[config.mk]
export PLATFORM = sky130hd
export DESIGN_NAME = sg_req_splitter
export DESIGN_NICKNAME = d
export VERILOG_FILES = /design/src/rtl/sg_split_pkg.sv /design/src/rtl/sg_chunk_calc.sv /design/src/rtl/sg_req_splitter.sv
export SDC_FILE = /design/constraint.sdc
export NUM_CORES = 1
export LEC_CHECK = 0
export ABC_AREA = 0
export BUFFER_PORTS_ARGS = -buffer_cell sky130_fd_sc_hd__buf_2
export CORE_MARGIN = 2
export CORE_UTILIZATION = 40
export CTS_CLUSTER_SIZE = 20
export DETAILED_ROUTE_END_ITERATION = 8
export GPL_ROUTABILITY_DRIVEN = 0
export PLACE_DENSITY = 0.61
export SYNTH_ARGS = -nofsm -noshare
export SYNTH_HDL_FRONTEND = slang
export SYNTH_SLANG_ARGS = --single-unit
[constraint.sdc]
create_clock -name CLK -period 6.2 [get_ports CLK]
set_clock_uncertainty 0.1 [all_clocks]
set_input_delay 1.24 -clock CLK [delete_from_list [all_inputs] [get_ports CLK]]
set_output_delay 1.24 -clock CLK [all_outputs]
set_load 0.03 [all_outputs]
[src/rtl/sg_split_pkg.sv]
// sg_split_pkg
//   Shared definitions for the scatter-gather request splitter:
//   FSM state encoding, request sizing constants and REQ_LEN width.
package sg_split_pkg;

  typedef enum logic [1:0] {
    S_IDLE  = 2'd0,
    S_CALC  = 2'd1,
    S_ISSUE = 2'd2
  } state_t;

  // Words in one 4 KB page (4096 B / 4 B per word).
  localparam int WORDS_PER_4K   = 1024;
  // Request size at MAX_REQ_SEL = 0 (128 B).
  localparam int BASE_REQ_WORDS = 32;
  // REQ_LEN must hold 1..1024.
  localparam int REQ_LEN_W      = 11;

endpackage : sg_split_pkg

[src/rtl/sg_chunk_calc.sv]
// sg_chunk_calc
//   Combinational chunk sizing for one request.
//   chunk = min(rem, 32 << sel [, words left in the current 4 KB page])
//   Optional feature macro: SG_SPLIT_4K_EN (adds the 4 KB page limit).
// Ports:
//   addr_word  in  10  word offset within the 4 KB page (byte address [11:2])
//   rem        in  32  words remaining in the element (caller guarantees > 0)
//   sel        in  3   size select, already clamped (<= 5 keeps chunk <= 1024)
//   chunk      out 11  words for this request
//   last       out 1   chunk consumes all remaining words
module sg_chunk_calc
  import sg_split_pkg::*;
(
  input  logic [9:0]           addr_word,
  input  logic [31:0]          rem,
  input  logic [2:0]           sel,
  output logic [REQ_LEN_W-1:0] chunk,
  output logic                 last
);

  localparam logic [REQ_LEN_W-1:0] BASE_W = REQ_LEN_W'(BASE_REQ_WORDS);

  logic [REQ_LEN_W-1:0] max_words;
  logic [REQ_LEN_W-1:0] size_chunk;

  assign max_words = BASE_W << sel;

  // rem < max_words implies rem fits in REQ_LEN_W bits.
  assign size_chunk = (rem < 32'(max_words)) ? rem[REQ_LEN_W-1:0] : max_words;

`ifdef SG_SPLIT_4K_EN
  logic [REQ_LEN_W-1:0] words_to_4k;
  // Always 1..1024: a word-aligned address has at least one word left in its page.
  assign words_to_4k = REQ_LEN_W'(WORDS_PER_4K) - {1'b0, addr_word};
  assign chunk = (words_to_4k < size_chunk) ? words_to_4k : size_chunk;
`else
  logic addr_unused;
  assign addr_unused = ^addr_word;
  assign chunk = size_chunk;
`endif

  assign last = (32'(chunk) == rem);

endmodule : sg_chunk_calc

[src/rtl/sg_req_splitter.sv]
// sg_req_splitter
//   Splits one scatter-gather element (byte address, word length) into read
//   requests no larger than 128 B << MAX_REQ_SEL and, when SG_SPLIT_4K_EN is
//   defined, never crossing a 4 KB address boundary. Requests are presented
//   one at a time on REQ_VALID/REQ_ACK.
//   Optional feature macro: SG_SPLIT_4K_EN.
//
// Handshake: REQ_VALID rises with REQ_ADDR/REQ_LEN/REQ_LAST registered and
//   holds them stable until a cycle with REQ_ACK=1; that cycle is the transfer
//   and REQ_VALID drops on the next edge. REQ_ACK while REQ_VALID=0 is ignored.
//   SG_REN is a one-cycle registered pulse per accepted element.
//
// Ports:
//   CLK, RST_N      clock, asynchronous active-low reset
//   SG_VALID        element available from the reader
//   SG_EMPTY        reader has nothing more buffered (informational)
//   SG_ADDR[63:0]   element byte address (bits [1:0] ignored)
//   SG_LEN[31:0]    element length in words
//   SG_REN          element consume pulse
//   MAX_REQ_SEL[2:0] request size select, clamped to C_MAX_SEL_LIMIT
//   REQ_VALID/REQ_ACK/REQ_ADDR/REQ_LEN/REQ_LAST  request channel
//   SG_DONE         pulse when an element is fully issued or discarded
//   BUSY            FSM not in IDLE
//   dbg_state[1:0]  FSM state (sg_split_pkg::state_t encoding)
module sg_req_splitter
  import sg_split_pkg::*;
#(
  parameter int C_MAX_SEL_LIMIT = 5
) (
  input  logic                 CLK,
  input  logic                 RST_N,
  input  logic                 SG_VALID,
  input  logic                 SG_EMPTY,
  input  logic [63:0]          SG_ADDR,
  input  logic [31:0]          SG_LEN,
  output logic                 SG_REN,
  input  logic [2:0]           MAX_REQ_SEL,
  output logic                 REQ_VALID,
  input  logic                 REQ_ACK,
  output logic [63:0]          REQ_ADDR,
  output logic [REQ_LEN_W-1:0] REQ_LEN,
  output logic                 REQ_LAST,
  output logic                 SG_DONE,
  output logic                 BUSY,
  output logic [1:0]           dbg_state
);

  localparam logic [2:0] SEL_LIM = 3'(C_MAX_SEL_LIMIT);

  state_t               state;
  logic [63:0]          r_addr;
  logic [31:0]          r_rem;
  logic [2:0]           r_sel;
  logic [REQ_LEN_W-1:0] chunk;
  logic                 chunk_last;

  // SG_EMPTY is not used for control; the low address bits are forced to zero.
  logic in_unused;
  assign in_unused = ^{SG_EMPTY, SG_ADDR[1:0]};

  sg_chunk_calc u_chunk_calc (
    .addr_word (r_addr[11:2]),
    .rem       (r_rem),
    .sel       (r_sel),
    .chunk     (chunk),
    .last      (chunk_last)
  );

  always_ff @(posedge CLK or negedge RST_N) begin
    if (!RST_N) begin
      state     <= S_IDLE;
      r_addr    <= '0;
      r_rem     <= '0;
      r_sel     <= '0;
      SG_REN    <= 1'b0;
      REQ_VALID <= 1'b0;
      REQ_ADDR  <= '0;
      REQ_LEN   <= '0;
      REQ_LAST  <= 1'b0;
      SG_DONE   <= 1'b0;
    end else begin
      SG_REN  <= 1'b0;
      SG_DONE <= 1'b0;
      case (state)
        S_IDLE: begin
          if (SG_VALID) begin
            r_addr <= {SG_ADDR[63:2], 2'b00};
            r_rem  <= SG_LEN;
            r_sel  <= (MAX_REQ_SEL > SEL_LIM) ? SEL_LIM : MAX_REQ_SEL;
            SG_REN <= 1'b1;
            // A zero-length element finishes in CALC, so its DONE pulse must
            // already be registered when CALC is entered.
            SG_DONE <= (SG_LEN == 32'd0);
            state  <= S_CALC;
          end
        end

        S_CALC: begin
          if (r_rem == 32'd0) begin
            state <= S_IDLE;
          end else begin
            REQ_ADDR  <= r_addr;
            REQ_LEN   <= chunk;
            REQ_LAST  <= chunk_last;
            REQ_VALID <= 1'b1;
            state     <= S_ISSUE;
          end
        end

        S_ISSUE: begin
          if (REQ_ACK) begin
            REQ_VALID <= 1'b0;
            // Advance using the registered request so the update matches
            // exactly what was handed downstream.
            r_addr <= r_addr + {51'd0, REQ_LEN, 2'b00};
            r_rem  <= r_rem - {21'd0, REQ_LEN};
            if (REQ_LAST) begin
              SG_DONE <= 1'b1;
              state   <= S_IDLE;
            end else begin
              state <= S_CALC;
            end
          end
        end

        default: state <= S_IDLE;
      endcase
    end
  end

  assign BUSY      = (state != S_IDLE);
  assign dbg_state = state;

endmodule : sg_req_splitter

* Word level (Yosys, flattened, before mapping)
Index checks and enable logic that the tools add are counted.
** Operators by class
- Add/subtract/negate cells :: 2
- Order comparisons :: 2
- Equality and inequality tests :: 6
- Shift operators :: 1
- Muxes and demuxes :: 22
- Bitwise logic cells :: 1
- Reduce and logical (&&, ||, !) cells :: 11
** Operators by type and width (number)
- $mux 64 :: 2
- $pmux 64 s2 :: 1
- $add 64x13->64 :: 1
- $logic_not 32->1 :: 2
- $mux 32 :: 2
- $pmux 32 s2 :: 1
- $eq 11x32->1 :: 1
- $lt 32x11->1 :: 1
- $sub 32x11->32 :: 1
- $mux 11 :: 1
- $shl 6x3->11 const A :: 1
- $mux 1 :: 8
- $mux 2 :: 3
- $ne 2x2->1 const B :: 3
- $pmux 2 s3 :: 1
- $reduce_and 2->1 :: 3
- $reduce_and 3->1 :: 2
- $reduce_bool 2->1 :: 3
- $pmux 1 s2 :: 2
- $gt 3x3->1 const B :: 1
- $mux 3 :: 1
- $eq 2x1->1 const B :: 1
- $eq 2x2->1 const B :: 1
- $logic_not 2->1 :: 1
- $not 1->1 :: 1
** Word-level totals
- Bits in registers :: 180
- Input port bits :: 104
- Output and inout bits :: 82
- Word-level logic and storage cells :: 55

* Depth between registers and ports, before layout
Gate-level depths: netlist (run 1).
- Word-level depth :: 4
- Gate-level depth with buffers :: 12
- Depth with buffers taken out :: 11

* By module
Synthesis (run 1) repeated with hierarchy kept, for this count alone.
** Unflattened totals
- Cell total of the unflattened synthesis :: 1129
- Area total of the unflattened synthesis :: 10359.9 um2
** By module, submodules not included
- sg_req_splitter :: times used 1, cells each 1060, area an instance 9865.7 um2, sequential area each 4404.2 um2
- sg_chunk_calc :: times used 1, cells each 69, area an instance 494.2 um2, sequential area each 0.0 um2

* Worst setup path after synthesis (run 1)
OpenSTA, ideal clock, no wires.
- Kind :: reg-to-reg
- Start :: reg REQ_LEN[0]
- End :: reg r_addr[42]
- Setup time :: 0.129 ns
- Arrival :: 2.822 ns
- Required time :: 5.971 ns
- Path slack :: 3.149 ns
- Stages on the path, launching flop included :: 12
- Buffers on the path :: 1
- Period minus slack after synthesis :: 3.051 ns
- Cell sequence :: dfrtp_1 -> ha_1 -> inv_1 -> fa_1 -> nor2b_1 -> o31ai_1 -> a211o_1 -> a21oi_1 -> clkbuf_1 -> nand2_1 -> nor3_1 -> nor3_1
** On the way
- Cells in the longest elaborated chain, start to end :: 3
** RTL lines
- start, declared :: line sg_req_splitter.sv:41 : output logic [REQ_LEN_W-1:0] REQ_LEN,
- start signal, assigned :: line sg_req_splitter.sv:103 : REQ_LEN <= chunk;
- $add 64x13->64 :: line sg_req_splitter.sv:115 : r_addr <= r_addr + {51'd0, REQ_LEN, 2'b00};
- $mux 64 :: line sg_req_splitter.sv:111 : if (REQ_ACK) begin
- $pmux 64 s2 :: line sg_req_splitter.sv:84 : case (state)
- end signal, assigned :: line sg_req_splitter.sv:87 : r_addr <= {SG_ADDR[63:2], 2'b00};
- end signal, assigned :: line sg_req_splitter.sv:115
- end, declared :: line sg_req_splitter.sv:51 : logic [63:0] r_addr;
Every way passes these cells. The select of a mux whose other input is x is not followed.
A chain may end at the register's enable or synchronous reset.

* Worst setup path after layout (run 1)
- Start :: reg r_rem[12]
- End :: reg REQ_ADDR[44]
** On the way
- Cells in the longest elaborated chain, start to end :: 3
** RTL lines
- start, declared :: line sg_req_splitter.sv:52 : logic [31:0] r_rem;
- start signal, assigned :: line sg_req_splitter.sv:116 : r_rem <= r_rem - {21'd0, REQ_LEN};
- $logic_not 32->1 :: line sg_req_splitter.sv:99 : if (r_rem == 32'd0) begin
- $not 1->1 (no line)
- $reduce_and 2->1 (no line)
- end signal, assigned :: line sg_req_splitter.sv:102 : REQ_ADDR <= r_addr;
- end, declared :: line sg_req_splitter.sv:40 : output logic [63:0] REQ_ADDR,
Every way passes these cells.

==> impl_metrics.yaml, run 1 <==
floorplan:
  fp.dieArea_sq_mm: 0.02654
  io_pins: 186
  core_sq_mm: 0.02496
  fp-row-count: 58
  die_h_microns: 162.9
  initial_core_util: 0.4046
  die_width_microns: 162.9
drt:
  via_per_inst: 5.859
  drc_errors: 0
  postRouteAntennaNets: 0
  first_pass_iters: 5
  wl_per_cell_microns: 19.78
  drt_iter0_markers: 796
  routed_wl_microns: 31580
  vias: 9357
finish:
  nets: 1387
  area_growth_pct: 17.90
  drive_gt1_frac: 0.2378
  utilization: 0.4770
  stdcell_area_sq_mm: 0.01191
worst_hold_path:
  worstHoldPathCells: 2
  hold_start: "REQ_ADDR[3]"
  worstHoldPathType: "flip-flop to flip-flop"
  min_to: "REQ_ADDR[3]"
logic_synthesis:
  yosys.area_share.adder: 0.03865
  synth_simple_gate_area_frac: 0.1983
  postSynth.asyncResetShare: 1.000
  ys.flop_type: "dfrtp_1"
  synth_top_family_by_area: "compound AO/OA/AOI/OAI gates"
  syn_area_sq_mm: 0.01010
  synth_cell_type_count: 71
  muxShareOfSynthArea: 0.07469
  yosysWarnings: 0
  synth_largest_area_cell: "dfrtp_1"
  synth_top_cell_area_share: 0.4360
  yosys-top-cells-area: "dfrtp_1 (44%), mux2_2 (6.6%), a21oi_1 (5.0%)"
  synth_edf_count: 0
  ys_ff_latch: 176
  syn_inst: 1100
  ys_seq_area_frac: 0.4360
  synth-compound-area-share: 0.2054
  synth-xor-area-share: 0.006937
  avgSynthCellArea_sq_um: 9.183
worst_setup_path:
  reg2regPathDepth: 7
  cp.arrival_ns: 3.96
  timing.rr.end: "REQ_ADDR[44]"
  worstSetupEndpointType: "flip-flop"
  worstPathCellList: "or4_4 > nor4_4 > nand2_2 > or4_4 > o21ai_4 > buf_4 > mux2_2"
  cp_common_cell: "or4_4"
  slowest_delay_ns: 0.58
  reg2reg_slack_ns: 2.47
  cp.required_ns: 6.42
  crit_type: "flip-flop to flip-flop"
  critPathSlowestCell: "buf_4"
  worst_setup_path_start_kind: "flip-flop"
  critPathMaxFanout: 54
  r2r_start: "r_rem[12]"
run_status:
  outcome: "finished, final reports clean"
pwr:
  peakVddDrop_mv: 0.2578
  p_leak_uw: 0.004976
  power_density_mw_per_mm2: 570.0
placement:
  dpl_worst_slack_ns: 2.301
  dp_hpwl_microns: 21990
  place_area_sq_mm: 0.01128
  io_buffers: 180
clock_tree:
  cts_hold_buf: 0
  insertion_delay_ns: 0.44
  cts_buffer_depth: 2
  root_buffer: "clkbuf_16"
  cts_tree: "built"
  cts_sinks: 176
  post_cts_resized: 0
  cts-htree-levels: 4
  numCtsBuffers: 17
  clkTransAtPathRegs_ns: 0.08
  cts_setup_buffers: 0
global_route:
  grt_first_pass_wirelength_microns: 49450
  grt_max_degree: 177
  antenna_found_initial: 1
  grt_pass1_vias: 8808
  overflow: 0
  grt_use_total: 0.2391
timing:
  setup_viol: 0
  worstMarginPinSlew_ns: 1.185
  period_needed_ns: 3.732
  hold_violations: 0
  min_period_over_period: 0.6020
  slew_violations: 0
  tns_ns: 0
  rsz0062_at_grt: "false"
  setup_slack_ns: 2.468
  slew_headroom: 0.2079
  fmax_mhz: 267.9
flow_run:
  maxCapViolCount: 0
-- worst max-delay path by stage --
stage          startpoint           end  depth (start not counted)
2_1_floorplan  REQ_LEN[0]    r_addr[42]                         11
3_3_place_gp     SG_VALID    r_addr[17]                          7
3_5_place_dp     SG_VALID    r_addr[17]                          7
4_1_cts         r_rem[12]  REQ_ADDR[11]                          7
5_1_grt         r_rem[12]  REQ_ADDR[11]                          7
6_report        r_rem[12]  REQ_ADDR[44]                          7
-- power breakdown --
group	total, uW	internal [uW]	switching [uW]
Combinational	3380	1270	2110
Sequential	2260	1700	558
Clock	1150	618	534
Total	6790	3590	3200
-- per-stage QoR --
step	power, uW	instances	hold WS, ns
4_1_cts	6805	1596	0.3840
3_3_place_gp	5559	1564	0.3599
3_5_place_dp	5634	1564	0.3670
5_1_grt	7275	1596	0.4114
6_report	6788	1597	0.3791
2_1_floorplan	4649	1101	0.3587
-- cells in the mapped netlist, types with 13 or more instances --
cell / n
dfrtp_1: 176
nand2_1: 108
a21oi_1: 101
nor2_1: 81
o21ai_0: 68
mux2_2: 59
clkbuf_1: 47
nor3_1: 42
nand3_1: 37
inv_1: 29
ha_1: 28
nor4_1: 27
o22ai_1: 24
nand4_1: 21
and3_1: 19
o21a_1: 13
-- per-layer routing --
layer	vias to the layer above	wire length, microns	GRT usage
met5	-	0	0
met4	0	584	0.06718
met3	41	2269	0.04023
met2	363	14410	0.3767
met1	4528	14320	0.3397
li1	4425	-	-
-- worst max-delay path, delay by kind of cell, from the launching register on --
family / cells / cell delay (ns)
simple gates: 4 / 1.66
mux: 1 / 0.41
flops: 1 / 0.45
compound gates: 1 / 0.37
buf+inv: 1 / 0.58
-- registers in the layout, summed over array words and instances, names as in the netlist --
name	flops
r_rem	32
REQ_LAST	1
r_addr	62
REQ_VALID	1
SG_DONE	1
r_sel	3
dbg_state	2
REQ_LEN	11
SG_REN	1
REQ_ADDR	62
-- cells by family after synthesis --
logic type	after synthesis
compound gates	323
xor+xnor	8
fa+ha+maj	30
buf+inv	92
flops	176
mux	68
other cells	1
simple gates	402
-- layout make-up --
type | count | area [sq um]
Antenna cell | 1 | 2.502
Clock buffer | 17 | 425.4
Clock inverter | 15 | 198.9
Fill cell | 2418 | 13060
Inverter | 30 | 112.6
Multi-Input combinational cell | 833 | 5320
Sequential cell | 176 | 4404
Tap cell | 330 | 412.9
Timing Repair Buffer | 195 | 1032
-- layout by cell type (no fill, tap or decap), drive strengths merged, types with 5 or more instances in the layout --
cell,instances
a211oi,11
a21o,7
a21oi,101
a2bb2oi,12
a311oi,10
a31oi,9
and2,11
and3,19
and4,5
buf,195
clkbuf,17
clkinv,8
dfrtp,176
ha,28
inv,35
mux2,59
mux2i,9
nand2,109
nand2b,7
nand3,37
nand3b,7
nand4,21
nor2,81
nor2b,7
nor3,42
nor4,28
o211ai,10
o21a,13
o21ai,69
o22a,8
o22ai,24
o311ai,8
o32ai,5
or3,12
or4,7
xnor2,7
Note: power is estimated with default switching activity, not from simulation.
==> run 2: changes to the inputs <==
==> constraint.sdc (replaced) <==
create_clock -name CLK -period 3.5 [get_ports CLK]
set_clock_uncertainty 0.1 [all_clocks]
set_input_delay 0.7 -clock CLK [delete_from_list [all_inputs] [get_ports CLK]]
set_output_delay 0.7 -clock CLK [all_outputs]
set_load 0.03 [all_outputs]
==> impl_metrics.yaml, run 2 (synthesis results as in run 1) <==
floorplan:
  fp-row-count: 58
  die_width_microns: 162.9
  io_pins: 186
  fp.dieArea_sq_mm: 0.02654
  die_h_microns: 162.9
  initial_core_util: 0.4046
  core_sq_mm: 0.02496
run_status:
  outcome: "finished, final reports clean"
global_route:
  grt_pass1_vias: 9087
  overflow: 0
  antenna_found_initial: 1
  grt_max_degree: 85
  grt_first_pass_wirelength_microns: 50180
  grt_use_total: 0.2424
pwr:
  internal_power_uw: 6407
  peakVddDrop_mv: 0.4121
  clkPwrFrac: 0.164
  switching_power_uw: 5729
  seqPwrFrac: 0.328
  p_leak_uw: 0.005091
  power_density_mw_per_mm2: 1002
  p_sw_frac: 0.4721
  power_frac_comb: 0.508
timing:
  period_needed_ns: 3.205
  setup_viol: 0
  slew_headroom: 0.4391
  min_period_over_period: 0.9158
  tns_ns: 0
  fmax_mhz: 312.0
  slew_violations: 0
  whs_ns: 0.1811
  worstMarginPinSlew_ns: 0.8325
  rsz0062_at_grt: "false"
  hold_violations: 0
worst_setup_path:
  worst_setup_path_start_kind: "flip-flop"
  cp.arrival_ns: 3.42
  critPathMaxFanout: 6
  cp.required_ns: 3.72
  worstSetupEndpointType: "flip-flop"
  crit_type: "flip-flop to flip-flop"
clock_tree:
  root_buffer: "clkbuf_16"
  cts_buffer_depth: 2
  cts_tree: "built"
  cts_setup_buffers: 0
  insertion_delay_ns: 0.43
  numCtsBuffers: 17
  cts_hold_buf: 0
  cts_sinks: 176
  cts-htree-levels: 4
  clkTransAtPathRegs_ns: 0.08
  post_cts_resized: 0
finish:
  nets: 1407
  final_common_cell: "buf_2"
  instances_no_fill: 1617
  area_growth_pct: 19.89
  reg.largest.list: "REQ_ADDR: 62 flops, r_addr: 62 flops, r_rem: 32 flops"
  nFillCells: 2420
  drive_gt1_frac: 0.2496
  final_cell_mix: "buf_2 (179), dfrtp_1 (176), nand2_1 (107)"
drt:
  routed_wl_microns: 31830
  vias: 9463
  drt_iter0_markers: 844
  wl_per_cell_microns: 19.68
  drc_errors: 0
  first_pass_iters: 5
  postRouteAntennaNets: 0
  via_per_inst: 5.852
placement:
  io_buffers: 180
  placed_cells: 1584
  dp_hpwl_microns: 22700
flow_run:
  maxCapViolCount: 0
worst_hold_path:
  worstHoldPathType: "primary input to async pin"
-- run 2: cell count changes in the layout (fill, tap and decap cells not counted), sizes merged --
| cell | previous run | this run |
|---|---|---|
| clkinv | 8 | 6 |
| bufinv | 2 | 1 |
| buf | 195 | 215 |
| inv | 35 | 38 |
-- run 2: path summary, 6_finish.rpt --
| check | cells past startpoint | slack, ns | end | startpoint |
|---|---|---|---|---|
| min in group CLK | 2 | 0.38 | REQ_ADDR[3] | REQ_ADDR[3] |
| hold reg to reg | 2 | 0.38 | REQ_ADDR[3] | REQ_ADDR[3] |
| hold / removal | 1 | 0.18 | r_rem[5] | RST_N |
| max in group asynchronous | 2 | 2.35 | r_addr[19] | RST_N |
| setup / recovery | 10 | 0.29 | r_addr[56] | REQ_LEN[0] |
| setup reg to reg | 10 | 0.29 | r_addr[56] | REQ_LEN[0] |
-- run 2: worst max-delay path, cell delays in order, from the launching register on --
cell and delay, ns:
dfrtp_1 0.40, ha_1 0.22, inv_1 0.07, fa_1 0.37
nor2b_1 0.24, o31ai_1 0.13, a211o_1 0.31, a21o_1 0.28
or4_1 0.63, nor4_1 0.24, nor3_1 0.10
-- run 2: layer usage --
metal  vias to the layer above  GRT usage  share of wire
met2                       369     0.3896           0.47
met5                         -          0              0
met1                      4603     0.3401           0.45
met4                         0    0.06034          0.011
met3                        24    0.04202          0.068
li1                       4467          -              -
-- run 2: stage by stage --
| stage | setup slack (ns) | total power (uW) | utilization | cell area [sq um] |
|---|---|---|---|---|
| global placement | 0.3604 | 10000 | 0.4605 | 11490 |
| detailed placement | 0.3215 | 10120 | 0.4605 | 11490 |
| floorplan | 0.4490 | 8236 | - | 10100 |
| finish | 0.2946 | 12140 | 0.4851 | 12110 |
| CTS | 0.3159 | 12150 | 0.4850 | 12110 |
| global route | 0.04463 | 13020 | 0.4850 | 12110 |
-- run 2: power groups by stage --
stage	clock (uW)	combinational, uW	sequential (uW)
after floorplan	0	3740	4500
after global placement	0	6020	3980
after detailed placement	0	6120	4000
after CTS	2040	6150	3970
after global routing	2130	6770	4120
final	1990	6160	3980
-- run 2: final cells by class --
type / count / area, sq um / share of cell area
Timing Repair Buffer: 215 / 1245 / 0.1028
Clock buffer: 17 / 425.4 / 0.03513
Clock inverter: 15 / 187.7 / 0.01550
Inverter: 30 / 112.6 / 0.009298
Multi-Input combinational cell: 833 / 5320 / 0.4393
Antenna cell: 1 / 2.502 / 0.0002066
Sequential cell: 176 / 4404 / 0.3637
Tap cell: 330 / 412.9 / 0.03409
==> run 3: changes to the inputs <==
--- a/config.mk
+++ b/config.mk
@@ -12,7 +12,8 @@
 export CTS_CLUSTER_SIZE = 20
 export DETAILED_ROUTE_END_ITERATION = 8
 export GPL_ROUTABILITY_DRIVEN = 0
-export PLACE_DENSITY = 0.61
+export PLACE_DENSITY = 0.6
 export SYNTH_ARGS = -nofsm -noshare
 export SYNTH_HDL_FRONTEND = slang
+export SYNTH_HIERARCHICAL = 1
 export SYNTH_SLANG_ARGS = --single-unit
==> impl_metrics.yaml, run 3 <==
worst_setup_path:
  worst_setup_path_start_kind: "flip-flop"
  cp.required_ns: 3.74
  slowest_delay_ns: 0.43
  worstSetupEndpointType: "flip-flop"
  reg2reg_slack_ns: 0.39
  timing.rr.end: "r_addr[28]"
  critPathSlowestCell: "or3_1"
  worstPathCellList: "ha_1 > fa_1 > a21oi_1 > or3_1 > a211o_1 > a21oi_2 > buf_4 > and3_1 > nor3_1 > a311oi_1"
  r2r_start: "REQ_LEN[0]"
  reg2regPathDepth: 10
  critPathMaxFanout: 12
  crit_type: "flip-flop to flip-flop"
  cp.arrival_ns: 3.35
logic_synthesis:
  synth_edf_count: 0
  postSynth.asyncResetShare: 1.000
  synth_largest_area_cell: "dfrtp_1"
  synth_cell_type_count: 75
  ys_seq_area_frac: 0.4251
  synthTopCellsByCount: "dfrtp_1 (176), nand2_1 (105), nor2_1 (84)"
  ys.flop_type: "dfrtp_1"
  synth.most_common_cell: "dfrtp_1"
  ys_ff_latch: 176
  syn_area_sq_mm: 0.01036
  yosys-top-cells-area: "dfrtp_1 (43%), a21oi_1 (4.0%), mux2_1 (3.8%)"
  avgSynthCellArea_sq_um: 9.176
  yosysWarnings: 6
  syn_inst: 1129
  synth_top_cell_area_share: 0.4251
clock_tree:
  cts-htree-levels: 4
  cts_sinks: 176
  cts_setup_buffers: 0
  insertion_delay_ns: 0.44
  cts_tree: "built"
  clkTransAtPathRegs_ns: 0.08
  cts_hold_buf: 0
  root_buffer: "clkbuf_16"
  post_cts_resized: 0
  cts_buffer_depth: 2
  numCtsBuffers: 17
placement:
  dp_hpwl_microns: 22710
  io_buffers: 180
global_route:
  antenna_found_initial: 2
  grt_use_total: 0.2361
  grt_max_degree: 119
  grt_pass1_vias: 8942
  grt_first_pass_wirelength_microns: 49840
  overflow: 0
pwr:
  switching_power_uw: 5876
  clkPwrFrac: 0.163
  p_leak_uw: 0.005269
  seqPwrFrac: 0.334
  power_density_mw_per_mm2: 999.0
  power_frac_comb: 0.503
  peakVddDrop_mv: 0.5169
  internal_power_uw: 6423
  p_sw_frac: 0.4778
drt:
  wl_per_cell_microns: 19.57
  routed_wl_microns: 31980
  first_pass_iters: 5
  postRouteAntennaNets: 0
  via_per_inst: 5.891
  vias: 9626
  drc_errors: 0
  drt_iter0_markers: 774
run_status:
  outcome: "finished, final reports clean"
floorplan:
  die_h_microns: 164.9
  fp-row-count: 58
  core_sq_mm: 0.02533
  fp.dieArea_sq_mm: 0.02720
  initial_core_util: 0.4091
  die_width_microns: 164.9
  io_pins: 186
timing:
  rsz0062_at_grt: "false"
  fmax_mhz: 321.1
  whs_ns: 0.1353
  period_needed_ns: 3.114
  tns_ns: 0
  setup_viol: 0
  slew_violations: 0
  hold_violations: 0
  slew_headroom: 0.2838
  worstMarginPinSlew_ns: 1.074
  min_period_over_period: 0.8897
finish:
  drive_gt1_frac: 0.2235
  utilization: 0.4861
  area_growth_pct: 18.83
  final_cell_mix: "buf_2 (179), dfrtp_1 (176), nand2_1 (105)"
  reg.largest.list: "REQ_ADDR: 62 flops, r_addr: 62 flops, r_rem: 32 flops"
  final_common_cell: "buf_2"
  nets: 1423
flow_run:
  maxCapViolCount: 0
worst_hold_path:
  worstHoldPathType: "primary input to async pin"
## run 3: metal layers
metal	global-route usage	part of all wire	up-vias
met1	0.3345	0.46	4706
met3	0.04018	0.061	38
li1	-	-	4544
met2	0.3773	0.46	338
met4	0.05613	0.014	0
met5	0	0	-
## run 3: how the worst max path moves through the flow
stage	from	end	slack, ns	cells past startpoint
2_1_floorplan	REQ_LEN[1]	r_rem[31]	0.50	9
5_1_grt	r_rem[0]	r_rem[24]	0.16	10
3_3_place_gp	r_rem[0]	r_rem[22]	0.44	10
3_5_place_dp	r_rem[0]	r_rem[22]	0.44	10
4_1_cts	REQ_LEN[0]	r_addr[28]	0.44	10
6_report	REQ_LEN[0]	r_addr[28]	0.39	10
## run 3: final cells by class
| type | count | area, sq um |
|---|---|---|
| fill | 2421 | 13020 |
| multi-input combinational | 857 | 5590 |
| sequential | 176 | 4404 |
| timing repair buffer | 207 | 1172 |
| clock buffer | 17 | 425.4 |
| tap | 330 | 412.9 |
| clock inverter | 15 | 187.7 |
| inverter | 30 | 112.6 |
| antenna | 2 | 5.005 |
## run 3: kinds of logic after synthesis
kind of cell             share of synthesized area
other                                    0.0003620
XOR/XNOR                                  0.009299
buffers and inverters                      0.03889
adder cells (fa/ha/maj)                    0.03768
flip-flops                                  0.4251
multiplexers                               0.07838
AO/OA/AOI/OAI                               0.1996
AND/OR/NAND/NOR                             0.2106
## run 3: critical path, delay by kind of cell, from the launching register on
family / cells / cell delay (ns)
compound gates: 4 / 1.13
simple gates: 3 / 0.67
flops: 1 / 0.42
fa+ha+maj: 2 / 0.42
buf+inv: 1 / 0.27
## run 3: power by group through the flow
stage | Combinational (uW) | Sequential (uW) | Clock [uW]
final | 6190 | 4110 | 2000
after global routing | 6790 | 4250 | 2140
after CTS | 6200 | 4090 | 2040
after detailed placement | 6180 | 4130 | 0
after global placement | 6060 | 4110 | 0
after floorplan | 3810 | 4550 | 0
## run 3: through the flow
step / setup slack (ns) / cell area [sq um] / total power (uW) / std cells
CTS: 0.4403 / 12310 / 12330 / 1632
finish: 0.3861 / 12310 / 12300 / 1634
global route: 0.1621 / 12310 / 13170 / 1632
floorplan: 0.4991 / 10360 / 8360 / 1130
detailed placement: 0.4390 / 11690 / 10310 / 1600
global placement: 0.4443 / 11690 / 10180 / 1600
